--- src/rtl/prog_loader.sv ---
// prog_loader: loads a byte-framed program (A5, N, N big-endian words) into instruction memory
// while holding the CPU in reset. Define PROG_LOADER_CHECKSUM_EN to require a trailing XOR checksum byte.
module prog_loader #(
  parameter logic [31:0] BASE_ADDR = 32'h0000_0000,
  parameter int unsigned MAX_WORDS = 64
) (
  input  logic        clk_i,
  input  logic        rst_ni,
  input  logic        rx_valid_i,
  input  logic [7:0]  rx_data_i,
  output logic        rx_ready_o,
  output logic        imem_we_o,
  output logic [31:0] imem_addr_o,
  output logic [31:0] imem_wdata_o,
  output logic        cpu_reset_o,
  output logic        done_o,
  output logic        error_o
);
  typedef enum logic [2:0] {
    IDLE, LEN, DATA, WRITE,
`ifdef PROG_LOADER_CHECKSUM_EN
    CHK,
`endif
    DONE, ERR
  } state_e;
`ifdef PROG_LOADER_CHECKSUM_EN
  localparam state_e LAST = CHK;
`else
  localparam state_e LAST = DONE;
`endif
  localparam logic [7:0] MAX_N = 8'(MAX_WORDS);
  state_e state_q, state_d;
  logic [31:0] addr_q, addr_d, asm_q, asm_d;
  logic [7:0] cnt_q, cnt_d;
  logic [1:0] bcnt_q, bcnt_d;
`ifdef PROG_LOADER_CHECKSUM_EN
  logic [7:0] chk_q, chk_d;
`endif
  logic acc;
  // Outputs are gated by reset so they read as reset values for the whole time reset is low.
  assign rx_ready_o   = rst_ni && state_q != WRITE;
  assign imem_we_o    = rst_ni && state_q == WRITE;
  assign cpu_reset_o  = !rst_ni || state_q != DONE;
  assign done_o       = rst_ni && state_q == DONE;
  assign error_o      = rst_ni && state_q == ERR;
  assign imem_addr_o  = addr_q;
  assign imem_wdata_o = asm_q;
  assign acc          = rx_valid_i && rx_ready_o;
  always_comb begin
    state_d = state_q;
    addr_d  = addr_q;
    asm_d   = asm_q;
    cnt_d   = cnt_q;
    bcnt_d  = bcnt_q;
`ifdef PROG_LOADER_CHECKSUM_EN
    chk_d   = chk_q;
`endif
    case (state_q)
      IDLE, DONE, ERR: if (acc && rx_data_i == 8'hA5) state_d = LEN;
      LEN: if (acc) begin
        state_d = (rx_data_i == 8'd0 || rx_data_i > MAX_N) ? ERR : DATA;
        cnt_d   = rx_data_i;
        addr_d  = BASE_ADDR;
        bcnt_d  = '0;
`ifdef PROG_LOADER_CHECKSUM_EN
        chk_d   = '0;
`endif
      end
      DATA: if (acc) begin
        asm_d  = {asm_q[23:0], rx_data_i};
        bcnt_d = bcnt_q + 2'd1;
`ifdef PROG_LOADER_CHECKSUM_EN
        chk_d  = chk_q ^ rx_data_i;
`endif
        if (bcnt_q == 2'd3) state_d = WRITE;
      end
      WRITE: begin
        addr_d  = addr_q + 32'd4;
        cnt_d   = cnt_q - 8'd1;
        state_d = (cnt_q == 8'd1) ? LAST : DATA;
      end
`ifdef PROG_LOADER_CHECKSUM_EN
      CHK: if (acc) state_d = (rx_data_i == chk_q) ? DONE : ERR;
`endif
      default: state_d = IDLE;
    endcase
  end
  always_ff @(posedge clk_i) begin
    if (!rst_ni) begin
      state_q <= IDLE;
      addr_q  <= BASE_ADDR;
      asm_q   <= '0;
      cnt_q   <= '0;
      bcnt_q  <= '0;
`ifdef PROG_LOADER_CHECKSUM_EN
      chk_q   <= '0;
`endif
    end else begin
      state_q <= state_d;
      addr_q  <= addr_d;
      asm_q   <= asm_d;
      cnt_q   <= cnt_d;
      bcnt_q  <= bcnt_d;
`ifdef PROG_LOADER_CHECKSUM_EN
      chk_q   <= chk_d;
`endif
    end
  end
endmodule

--- config.mk ---
export PLATFORM = sky130hd
export DESIGN_NAME = prog_loader
export DESIGN_NICKNAME = d
export VERILOG_FILES = /design/src/rtl/prog_loader.sv
export SDC_FILE = /design/constraint.sdc
export NUM_CORES = 1
export LEC_CHECK = 0
export ABC_CLOCK_PERIOD_IN_PS = 2800
export CAP_MARGIN = 40
export CORE_MARGIN = 5
export CORE_UTILIZATION = 45
export DETAILED_ROUTE_END_ITERATION = 8
export PLACE_DENSITY = 0.84
export SYNTH_ARGS = -nofsm -noshare
export SYNTH_HDL_FRONTEND = slang
export SYNTH_SLANG_ARGS = --single-unit
--- constraint.sdc ---
create_clock -name clk_i -period 2.8 [get_ports clk_i]
set_input_delay 0.56 -clock clk_i [delete_from_list [all_inputs] [get_ports clk_i]]
set_output_delay 0.56 -clock clk_i [all_outputs]
set_load 0.02 [all_outputs]
==> out/results.txt <==
Status = complete, no violations
Hold Fails Final Rpt = 0
Initial core utilization = 0.458
Post-synthesis compound-gate area fraction = 0.200
Num Clock Sinks = 75
Final antenna-violating net count = 0
Post-Synthesis Cells = 437
Synth Register Bits = 75
Crit share post-route = 0.905
Nets@finish = 529
CTS buffer count = 9
Mapped cell area = 0.00350 mm²
RSZ-0062 raised after global routing = no
Internal = 1.44 mW
Via count = 3437
Placement Rows = 32
CP max-delay cell = clkdlybuf4s50_1
Final setup fails = 0
Post-CTS Setup Bufs = 0
Slew Limit Fails = 0
WHS = 0.458 ns
Crit. End Element = output pin
Worst-path clk slew = 0.09 ns
Cell Chain, Critical Path = clkdlybuf4s50_1 -> inv_1 -> nor2_1 -> nand3_1 -> inv_1 -> clkdlybuf4s50_1
Fmax = 395 MHz
DRC = 0
Worst Setup Start Kind = input pin
Slew HR = 0.521
Main combinational cell family by area after synthesis = simple AND/OR/NAND/NOR gates
Simple-gate share of the synthesized area = 0.278
Synth cell count leaders = nand2_1 (89), dfxtp_1 (75), a21oi_1 (51)
Post-synthesis adder-cell area fraction = 0.0143
Cts repair resizes = 0
Clk_lat worst skew = 0.36 ns
Fraction of registers with async set/reset = 0
Leading area contributor after synthesis = dfxtp_1
Syn Area/Cell = 8.01 µm²
Vias in the first global route = 3257
Fraction of power consumed by sequential logic = 0.545
All-Layer GR Usage = 0.190
GP Congestion = 0.826
DR WL/cell = 14.8 µm
Actual slew at the worst max-slew pin = 0.709 ns
Post-synth cell types = 56
Share of cells above drive strength 1 = 0.0867
Die area = 0.00964 mm²
First-pass DRT Iterations = 4
Switching share of power = 0.264
Max Clock Skew = 0.0122 ns
Clk pwr share = 0.417
Hold_buf cts = 0
Post-Synth XOR/XNOR Area = 0.0125
CTS tree = yes
Hold Crit Class = register to register
Number of H-tree levels = 3
Area contributors post-synth = dfxtp_1 (43%), nand2_1 (9.5%), a21oi_1 (7.3%)
Initial DRC Count = 172
Most frequent cell after synthesis = nand2_1
CP Max Fanout = 2
Mux cell area share after synthesis = 0.0236
Hpwl dp = 6360 µm
Yosys top cell area share = 0.429
I/O Pins = 80
Number of flops mapped to enable cells by yosys = 0
Buffers on Ports = 77
Die X = 98.2 µm
Synth Flop Type = dfxtp_1
Peak VDD IR = 0.249 mV
Initial antenna violation count = 1
Fin crit period = 2.53 ns
Core Region = 0.00765 mm²
Register area share after synthesis = 0.429
Crit Path Class = input pin to output pin
Total grt overflow = 0
DRT Wirelength = 9220 µm
Max Cap Viol = 0
Fillers = 697
CP arrival = 1.97 ns
Area Growth Syn to Fin = 31.7%
Pwr/cell area = 424 mW/mm²
Die Y = 98.2 µm
Setup TNS Final = 0 ns
Leak Pwr = 1.59 nW
CP max stage delay = 0.59 ns
CTS Root Cell = clkbuf_8
Largest net degree at the start of global routing = 53
P_sw = 0.516 mW
Synth Warn # = 0
Worst EP required = 2.24 ns
Combinational fraction of design power = 0.039
Clock Path Buffers = 2
Vias/cell = 5.53
First-pass GRT wire length = 15400 µm
-- final timing paths --
| kind | slack, ns | from | endpoint | depth (start not counted) |
|---|---|---|---|---|
| worst max-delay path | 0.27 | rst_ni | done_o | 6 |
| worst min-delay path | 0.46 | imem_wdata_o[27] | imem_wdata_o[27] | 2 |
| worst max register to register | 0.65 | state_q[1] | imem_addr_o[26] | 6 |
| worst min register to register | 0.46 | imem_wdata_o[27] | imem_wdata_o[27] | 2 |
-- flip-flops by register name, indices dropped and copies added (netlist names) --
register and flops:
state_q 3, bcnt_q 2, cnt_q 8, imem_wdata_o 32, imem_addr_o 30
-- layout by cell type (no fill, tap or decap), types with 2 or more instances in the layout --
master / count
nand2_1: 89
clkdlybuf4s50_1: 77
dfxtp_1: 75
a21oi_1: 51
nor2_1: 31
nand3_1: 17
buf_4: 17
and3_1: 11
o21ai_0: 11
nand2b_1: 9
nand4_1: 9
clkbuf_8: 9
a31oi_1: 8
inv_1: 6
mux2i_1: 6
o211ai_1: 6
and4_1: 5
nor3_1: 5
nand3b_1: 4
o41ai_1: 4
ha_1: 4
and2_1: 3
or4_1: 3
o311ai_0: 3
xnor2_1: 3
o21a_1: 3
o221ai_1: 3
o31ai_1: 3
nor2b_1: 2
nor4b_1: 2
xor2_1: 2
a211oi_1: 2
o221a_2: 2
or3_1: 2
mux2_2: 2
conb_1: 2
clkinv_4: 2
inv_6: 2
-- area by class of cell --
type | count | area (µm²) | area share
Clock buffer | 9 | 124 | 0.0269
Sequential cell | 75 | 1500 | 0.326
Antenna cell | 1 | 2.50 | 0.000543
Tap cell | 102 | 128 | 0.0277
Inverter | 7 | 26.3 | 0.00570
Timing Repair Buffer | 94 | 898 | 0.195
Clock inverter | 7 | 70.1 | 0.0152
Multi-Input combinational cell | 327 | 1860 | 0.404
-- power groups by stage --
stage                     combinational, mW  sequential, mW  clock (mW)
after floorplan                      0.0374            1.09           0
after global placement               0.0724            1.09           0
after detailed placement             0.0745            1.09           0
after CTS                            0.0751            1.07       0.830
after global routing                 0.0817            1.07       0.870
final                                0.0755            1.07       0.815
-- metal layers --
metal,wire [µm],vias up,GRT usage,part of all wire
met1,4170,1609,0.245,0.45
li1,-,1707,-,-
met4,173,0,0.0714,0.019
met5,0,-,0,0
met3,573,14,0.0386,0.062
met2,4310,107,0.314,0.47
-- stage by stage --
step | cells | power, mW | area, µm² | utilization | setup WS (ns)
after floorplan | 438 | 1.13 | 3500 | - | 0.703
after global placement | 604 | 1.16 | 4410 | 0.576 | 0.197
after detailed placement | 605 | 1.17 | 4410 | 0.577 | 0.134
after CTS | 621 | 1.97 | 4610 | 0.603 | 0.252
after global routing | 622 | 2.02 | 4610 | 0.603 | 0.170
final | 622 | 1.96 | 4610 | 0.603 | 0.266
-- kinds of logic after synthesis --
logic type,Yosys count
simple gates,200
compound gates,108
flops,75
buf+inv,36
mux,8
xor+xnor,5
fa+ha+maj,4
other cells,1
-- critical path: cells and delay by family --
family / cells / cell delay, ns
buf+inv: 4 / 1.20
simple gates: 2 / 0.20
No activity file was read; power rests on OpenSTA's default activity.
